**config.mk**
```make
export PLATFORM = sky130hd
export DESIGN_NAME = ppl_mem_stage_flat
export DESIGN_NICKNAME = d
export VERILOG_FILES = /design/src/rtl/ppl_mem_stage_pkg.sv /design/src/rtl/ppl_mem_stage_if.sv /design/src/rtl/ppl_mem_stage_regw.sv /design/src/rtl/ppl_mem_stage.sv /design/src/flat_wrapper.sv
export SDC_FILE = /design/constraint.sdc
export NUM_CORES = 1
export LEC_CHECK = 0
export CORE_ASPECT_RATIO = 1.2
export CORE_MARGIN = 2
export CORE_UTILIZATION = 42
export CTS_BUF_LIST = sky130_fd_sc_hd__clkbuf_4
export CTS_CLUSTER_SIZE = 12
export DETAILED_ROUTE_END_ITERATION = 10
export PLACE_DENSITY = 0.87
export SLEW_MARGIN = 20
export SYNTH_ARGS = -nofsm -noshare
export SYNTH_HDL_FRONTEND = slang
export SYNTH_HIERARCHICAL = 1
export SYNTH_SLANG_ARGS = --single-unit
```
**constraint.sdc**
```tcl
create_clock -name clk -period 2 [get_ports clk]
set_input_delay 0.6 -clock clk [delete_from_list [all_inputs] [get_ports clk]]
set_output_delay 0.6 -clock clk [all_outputs]
set_load 0.05 [all_outputs]
```
**src/rtl/ppl_mem_stage_pkg.sv**
```systemverilog
// ppl_defs: shared MEM-stage types (FSM states, MEM/WB payload).
package ppl_defs;
  localparam int REG_W = 5;
  localparam int DATA_W = 32;
  typedef enum logic [1:0] {IDLE = 2'd0, REQ = 2'd1, DONE = 2'd2} state_t;
  typedef struct packed {
    logic              write_reg;
    logic              mem2reg;
    logic [REG_W-1:0]  rd;
    logic [DATA_W-1:0] alu;
    logic [DATA_W-1:0] mem_data;
  } wb_t;
endpackage

```
**src/rtl/ppl_mem_stage_if.sv**
```systemverilog
// ppl_mem_stage_if: req/ack data-memory bus between the MEM stage and memory.
interface ppl_mem_stage_if;
  logic        dmem_req;
  logic        dmem_we;
  logic [29:0] dmem_addr;
  logic [31:0] dmem_wdata;
  logic [31:0] dmem_rdata;
  logic        dmem_ack;
  modport master (output dmem_req, dmem_we, dmem_addr, dmem_wdata, input dmem_rdata, dmem_ack);
  modport slave (input dmem_req, dmem_we, dmem_addr, dmem_wdata, output dmem_rdata, dmem_ack);
endinterface

```
**src/rtl/ppl_mem_stage_regw.sv**
```systemverilog
// ppl_regW: MEM/WB register; loads the stage result or a bubble each cycle.
module ppl_regW
  import ppl_defs::*;
(
  input  logic clk,
  input  logic reset,
  input  logic ld,
  input  wb_t  d,
  output wb_t  q
);
  wb_t wb_d, wb_q;
  always_comb wb_d = ld ? d : '0;
  always_ff @(posedge clk or negedge reset)
    if (!reset) wb_q <= '0;
    else wb_q <= wb_d;
  assign q = wb_q;
endmodule

```
**src/rtl/ppl_mem_stage.sv**
```systemverilog
// ppl_mem_stage: MEM stage; runs loads/stores on the dmem bus and stalls upstream meanwhile.
module ppl_mem_stage
  import ppl_defs::*;
#(
  parameter int TIMEOUT = 16,
  parameter int CNT_W = 5
) (
  input  logic              clk,
  input  logic              reset,
  input  logic              mWriteReg,
  input  logic              mMem2Reg,
  input  logic              mWriteMem,
  input  logic [REG_W-1:0]  mReg,
  input  logic [DATA_W-1:0] mAlu,
  input  logic [DATA_W-1:0] mDataB,
  ppl_mem_stage_if.master   dmem,
  output logic              stall,
  input  logic              err_clr,
  output logic              err_misalign,
  output logic              err_timeout,
  output logic              wWriteReg,
  output logic              wMem2Reg,
  output logic [REG_W-1:0]  wReg,
  output logic [DATA_W-1:0] wAlu,
  output logic [DATA_W-1:0] wMemData
);
  state_t state_d, state_q;
  logic [CNT_W-1:0] cnt_d, cnt_q;
  logic req_d, req_q, we_d, we_q, abort_d, abort_q, mis_d, mis_q, tmo_d, tmo_q;
  logic [29:0] addr_d, addr_q;
  logic [DATA_W-1:0] wdata_d, wdata_q, rdata_d, rdata_q;
  logic memop, idle, in_req, done, issue, ack, tmo, ld;
  wb_t wb_in, wb_out;
  always_comb begin
    memop   = mMem2Reg | mWriteMem;
    idle    = state_q == IDLE;
    in_req  = state_q == REQ;
    done    = state_q == DONE;
    issue   = idle & memop & (mAlu[1:0] == 2'b00);
    ack     = in_req & dmem.dmem_ack;
    tmo     = in_req & !dmem.dmem_ack & (cnt_q == CNT_W'(TIMEOUT - 1));
    state_d = issue ? REQ : (ack | tmo) ? DONE : done ? IDLE : state_q;
    cnt_d   = in_req ? cnt_q + CNT_W'(1) : '0;
    req_d   = issue | (in_req & !ack & !tmo);
    we_d    = issue ? mWriteMem : we_q;
    addr_d  = issue ? mAlu[31:2] : addr_q;
    wdata_d = issue ? mDataB : wdata_q;
    rdata_d = ack ? dmem.dmem_rdata : rdata_q;
    abort_d = issue ? 1'b0 : tmo ? 1'b1 : abort_q;
    // a new error outranks a clear in the same cycle
    mis_d   = (idle & memop & !issue) | (mis_q & !err_clr);
    tmo_d   = tmo | (tmo_q & !err_clr);
    stall   = in_req | issue;
    ld      = (idle & !memop) | done;
    wb_in.write_reg = mWriteReg & !(done & abort_q);
    wb_in.mem2reg   = mMem2Reg;
    wb_in.rd        = mReg;
    wb_in.alu       = mAlu;
    wb_in.mem_data  = done ? rdata_q : '0;
  end
  always_ff @(posedge clk or negedge reset)
    if (!reset) begin
      state_q <= IDLE;
      cnt_q   <= '0;
      req_q   <= 1'b0;
      we_q    <= 1'b0;
      addr_q  <= '0;
      wdata_q <= '0;
      rdata_q <= '0;
      abort_q <= 1'b0;
      mis_q   <= 1'b0;
      tmo_q   <= 1'b0;
    end else begin
      state_q <= state_d;
      cnt_q   <= cnt_d;
      req_q   <= req_d;
      we_q    <= we_d;
      addr_q  <= addr_d;
      wdata_q <= wdata_d;
      rdata_q <= rdata_d;
      abort_q <= abort_d;
      mis_q   <= mis_d;
      tmo_q   <= tmo_d;
    end
  assign dmem.dmem_req   = req_q;
  assign dmem.dmem_we    = we_q;
  assign dmem.dmem_addr  = addr_q;
  assign dmem.dmem_wdata = wdata_q;
  assign err_misalign    = mis_q;
  assign err_timeout     = tmo_q;
  ppl_regW u_regw (.clk(clk), .reset(reset), .ld(ld), .d(wb_in), .q(wb_out));
  assign wWriteReg = wb_out.write_reg;
  assign wMem2Reg  = wb_out.mem2reg;
  assign wReg      = wb_out.rd;
  assign wAlu      = wb_out.alu;
  assign wMemData  = wb_out.mem_data;
endmodule
```
**src/flat_wrapper.sv**
```systemverilog
// flat-port wrapper written by rule: the top's interface ports become plain ports
module ppl_mem_stage_flat import ppl_defs::*;
#(
  parameter int TIMEOUT = 16,
  parameter int CNT_W = 5
)
  (clk, reset, mWriteReg, mMem2Reg, mWriteMem, mReg, mAlu, mDataB, stall, err_clr, err_misalign, err_timeout, wWriteReg, wMem2Reg, wReg, wAlu, wMemData, dmem_dmem_req, dmem_dmem_we, dmem_dmem_addr, dmem_dmem_wdata, dmem_dmem_rdata, dmem_dmem_ack);
  ppl_mem_stage_if dmem_i ();
  input  logic clk;
  input  logic reset;
  input  logic mWriteReg;
  input  logic mMem2Reg;
  input  logic mWriteMem;
  input  logic [REG_W-1:0] mReg;
  input  logic [DATA_W-1:0] mAlu;
  input  logic [DATA_W-1:0] mDataB;
  output logic stall;
  input  logic err_clr;
  output logic err_misalign;
  output logic err_timeout;
  output logic wWriteReg;
  output logic wMem2Reg;
  output logic [REG_W-1:0] wReg;
  output logic [DATA_W-1:0] wAlu;
  output logic [DATA_W-1:0] wMemData;
  output wire logic [$bits(dmem_i.dmem_req)-1:0] dmem_dmem_req;
  output wire logic [$bits(dmem_i.dmem_we)-1:0] dmem_dmem_we;
  output wire logic [$bits(dmem_i.dmem_addr)-1:0] dmem_dmem_addr;
  output wire logic [$bits(dmem_i.dmem_wdata)-1:0] dmem_dmem_wdata;
  input wire logic [$bits(dmem_i.dmem_rdata)-1:0] dmem_dmem_rdata;
  input wire logic [$bits(dmem_i.dmem_ack)-1:0] dmem_dmem_ack;
  assign dmem_dmem_req = dmem_i.dmem_req;
  assign dmem_dmem_we = dmem_i.dmem_we;
  assign dmem_dmem_addr = dmem_i.dmem_addr;
  assign dmem_dmem_wdata = dmem_i.dmem_wdata;
  assign dmem_i.dmem_rdata = dmem_dmem_rdata;
  assign dmem_i.dmem_ack = dmem_dmem_ack;
  ppl_mem_stage #(.TIMEOUT(TIMEOUT), .CNT_W(CNT_W)) u_core (.clk(clk), .reset(reset), .mWriteReg(mWriteReg), .mMem2Reg(mMem2Reg), .mWriteMem(mWriteMem), .mReg(mReg), .mAlu(mAlu), .mDataB(mDataB), .dmem(dmem_i), .stall(stall), .err_clr(err_clr), .err_misalign(err_misalign), .err_timeout(err_timeout), .wWriteReg(wWriteReg), .wMem2Reg(wMem2Reg), .wReg(wReg), .wAlu(wAlu), .wMemData(wMemData));
endmodule
```
==> metrics.cfg <==
[logic_synthesis]
synth_area_leaders=dfrtp_1, mux2_2, and2_2, mux2_4, and2_1
synthesis.area_um2=6740
synthAdderAreaFrac=0.00372
synth_seq_cells=177
synthXorXnorAreaFrac=0.00260
synthesis.nets=541
synth-simple-area-share=0.128
ys_warn_count=6
syn_avg_cell_area_um2=15.6
synth_edf_count=0
synth_top_area_cell=dfrtp_1
muxShareOfSynthArea=0.176
synth_cell_types=28
yosys-top-cells-count=dfrtp_1, and2_2, mux2_2, and2_1, mux2_4
synth_top_cell_area_share=0.658
synth_compound_area_frac=0.00985
synth_top_family_by_area=multiplexers
ys.flop_type=dfrtp_1
ys_async_sr_fraction=1.00
synth.most_common_cell=dfrtp_1
seq_area_frac_synth=0.658
synth_cells=431

[cells_and_area]
antennaDiodeCount=0
utilization=0.611
final_layout_size_suffix_gt1_frac=0.518
finish.instance_area_um2=9560
syn_to_final_growth_pct=41.9
fin_cells=921
nets=810

[setup_path]
worst_r2r_endpoint=u_core/dmem.dmem_addr[8]
cp_cell_sequence=clkdlybuf4s50_1 > or4_4 > nand2_4 > buf_12
reg2reg_from=u_core/state_q[0]
slowest_stage=or4_4
cp_max_fo=2
worstPathArrival_ns=1.82
worst-r2r-setup-slack_ns=0.24
worst_setup_path_start_kind=input pin
r2r_cells=5
crit_family=simple AND/OR/NAND/NOR gates
cp.buffers_inverters=2
worst_setup_path_end_kind=output port
cpPeakStageDelay_ns=0.55
crit_required_ns=1.40
worstSetupPathType=in -> out

[timing]
maxSlewViolCount=0
fin_worst_skew_ns=0.0175
worst_pin_slew_ns=0.474
setup_violations=1
rsz0062_at_grt=true
fin_crit_ns=2.42
period_share=1.21
hold_viol_final=0
slew_headroom=0.684
max_freq_ghz=0.413
tns_ns=-0.421
fin_ws_ns=-0.421

[pwr]
p_int_w=0.00698
power.leakage_nw=4.62
p_total_w=0.0116
ir_drop_uv=469
power_frac_seq=0.423
p_comb_frac=0.409
power_density_nw_per_um2=1210
p_sw_frac=0.399
p_clk_frac=0.168
switchingPower_w=0.00463

[place]
port_buffers=245
placed_area_um2=9260
post-dp-hpwl_mm=11.6
gp_congestion=0.744
placed_cells=887

[global_routing]
grt_max_degree=71
grt-ovfl-total=0
antenna_found_initial=0
first_global_vias=4700
grt_pass1_wl_mm=24.4
grt_usage=0.185

[detailed_routing]
ant_nets=0
post_drt_wl_per_cell_um=16.9
wl_mm=15.6
num_vias=4278
drt_iter0_markers=179
drc=0
first_pass_iters=4
viasPerCell=4.64

[run_status]
status=finished with violations
violations=setup timing

[clocking]
clock_sinks=177
cts_tree=built
clkLatencyLatePin_ns=0.54
root_buffer=clkbuf_4
clk_pin_slew_worst_paths_ns=0.15
cts_buffers=17
clockBufferDepth=2
htreeDepth=4

[floorplanning]
start_util=0.431
die-area_um2=17100
chipHeight_um=143
die_x_um=120
rows=50
core_um2=15600
io_pins=246

[job]
drv_cap=0

[min_path]
hold_class=in -> async

==> state kept, by name, summed over array words and instances, names as in the netlist, 2 cells and up <==
register	cells
u_core/u_regw/q	71
u_core/dmem.dmem_wdata	32
u_core/rdata_q	32
u_core/dmem.dmem_addr	30
u_core/cnt_q	5
u_core/state_q	2
==> power groups by stage <==
| stage | clock, W | sequential (W) | combinational, W |
|---|---|---|---|
| after detailed placement | 0 | 0.00499 | 0.00478 |
| after global routing | 0.00220 | 0.00501 | 0.00496 |
| final | 0.00195 | 0.00491 | 0.00475 |
| after CTS | 0.00205 | 0.00491 | 0.00479 |
| after global placement | 0 | 0.00493 | 0.00468 |
| after floorplan | 0 | 0.00687 | 0.00120 |
==> kinds of logic after synthesis <==
family | count (synthesis)
flops | 177
simple gates | 124
mux | 95
buf+inv | 24
compound gates | 7
xor+xnor | 2
fa+ha+maj | 2
==> area by class of cell <==
cell class,instances,area (um^2)
well taps,208,260
repair buffers,270,2410
inverters,4,15.0
clock inverters,15,155
fillers,1208,6080
flip-flops and latches,177,4430
clock buffers,17,128
multi-input cells,230,2160
==> through the flow <==
step	worst slack (ns)	hold WS, ns
2_1_floorplan	0.0932	0.304
3_3_place_gp	-0.514	0.411
3_5_place_dp	-0.514	0.411
4_1_cts	-0.442	0.329
5_1_grt	-0.493	0.313
6_report	-0.421	0.407
==> layer usage <==
| metal | track usage | wire length, um | up-vias |
|---|---|---|---|
| li1 | - | - | 1945 |
| met1 | 0.207 | 5920 | 2137 |
| met5 | 0 | 0 | - |
| met4 | 0.0601 | 263 | 0 |
| met3 | 0.0671 | 1160 | 21 |
| met2 | 0.328 | 8250 | 175 |
==> worst max-delay path by stage <==
stage,to,start,cells past startpoint
after floorplan,stall,mAlu[1],2
after global placement,stall,mMem2Reg,5
after detailed placement,stall,mMem2Reg,5
after CTS,stall,u_core/state_q[1],4
after global routing,stall,u_core/state_q[1],4
final,stall,mAlu[1],4
==> worst reg2reg max path, delay by kind of cell, from the launching register on <==
family	cells	cell delay [ns]
buffers and inverters	3	0.53
and+or+nand+nor	1	0.35
DFF	1	0.42
muxes	1	0.37
==> timing repair <==
item,CTS,global route
hold endpoints to repair,17,0
endpoints found under the setup margin,1,1
hold buffers,1,0
setup buffers,1,0
resized for setup,2,0
==> cells in the final DEF (no fill, tap or decap), types with 3 or more instances in the layout <==
master           synthesis  layout
and2_2                  71      71
dfrtp_1                177     177
clkdlybuf4s50_1          0     104
nor2_1                   7       7
clkinvlp_4               0       4
buf_4                    0     153
inv_8                    0       3
nand2_1                  5       4
inv_1                    4       4
clkbuf_4                 0      17
and2b_2                  3       3
buf_12                   0       9
and2_1                  33      33
mux2_2                  65      65
mux2_4                  30      30
Power figures use the tool's default switching activity.
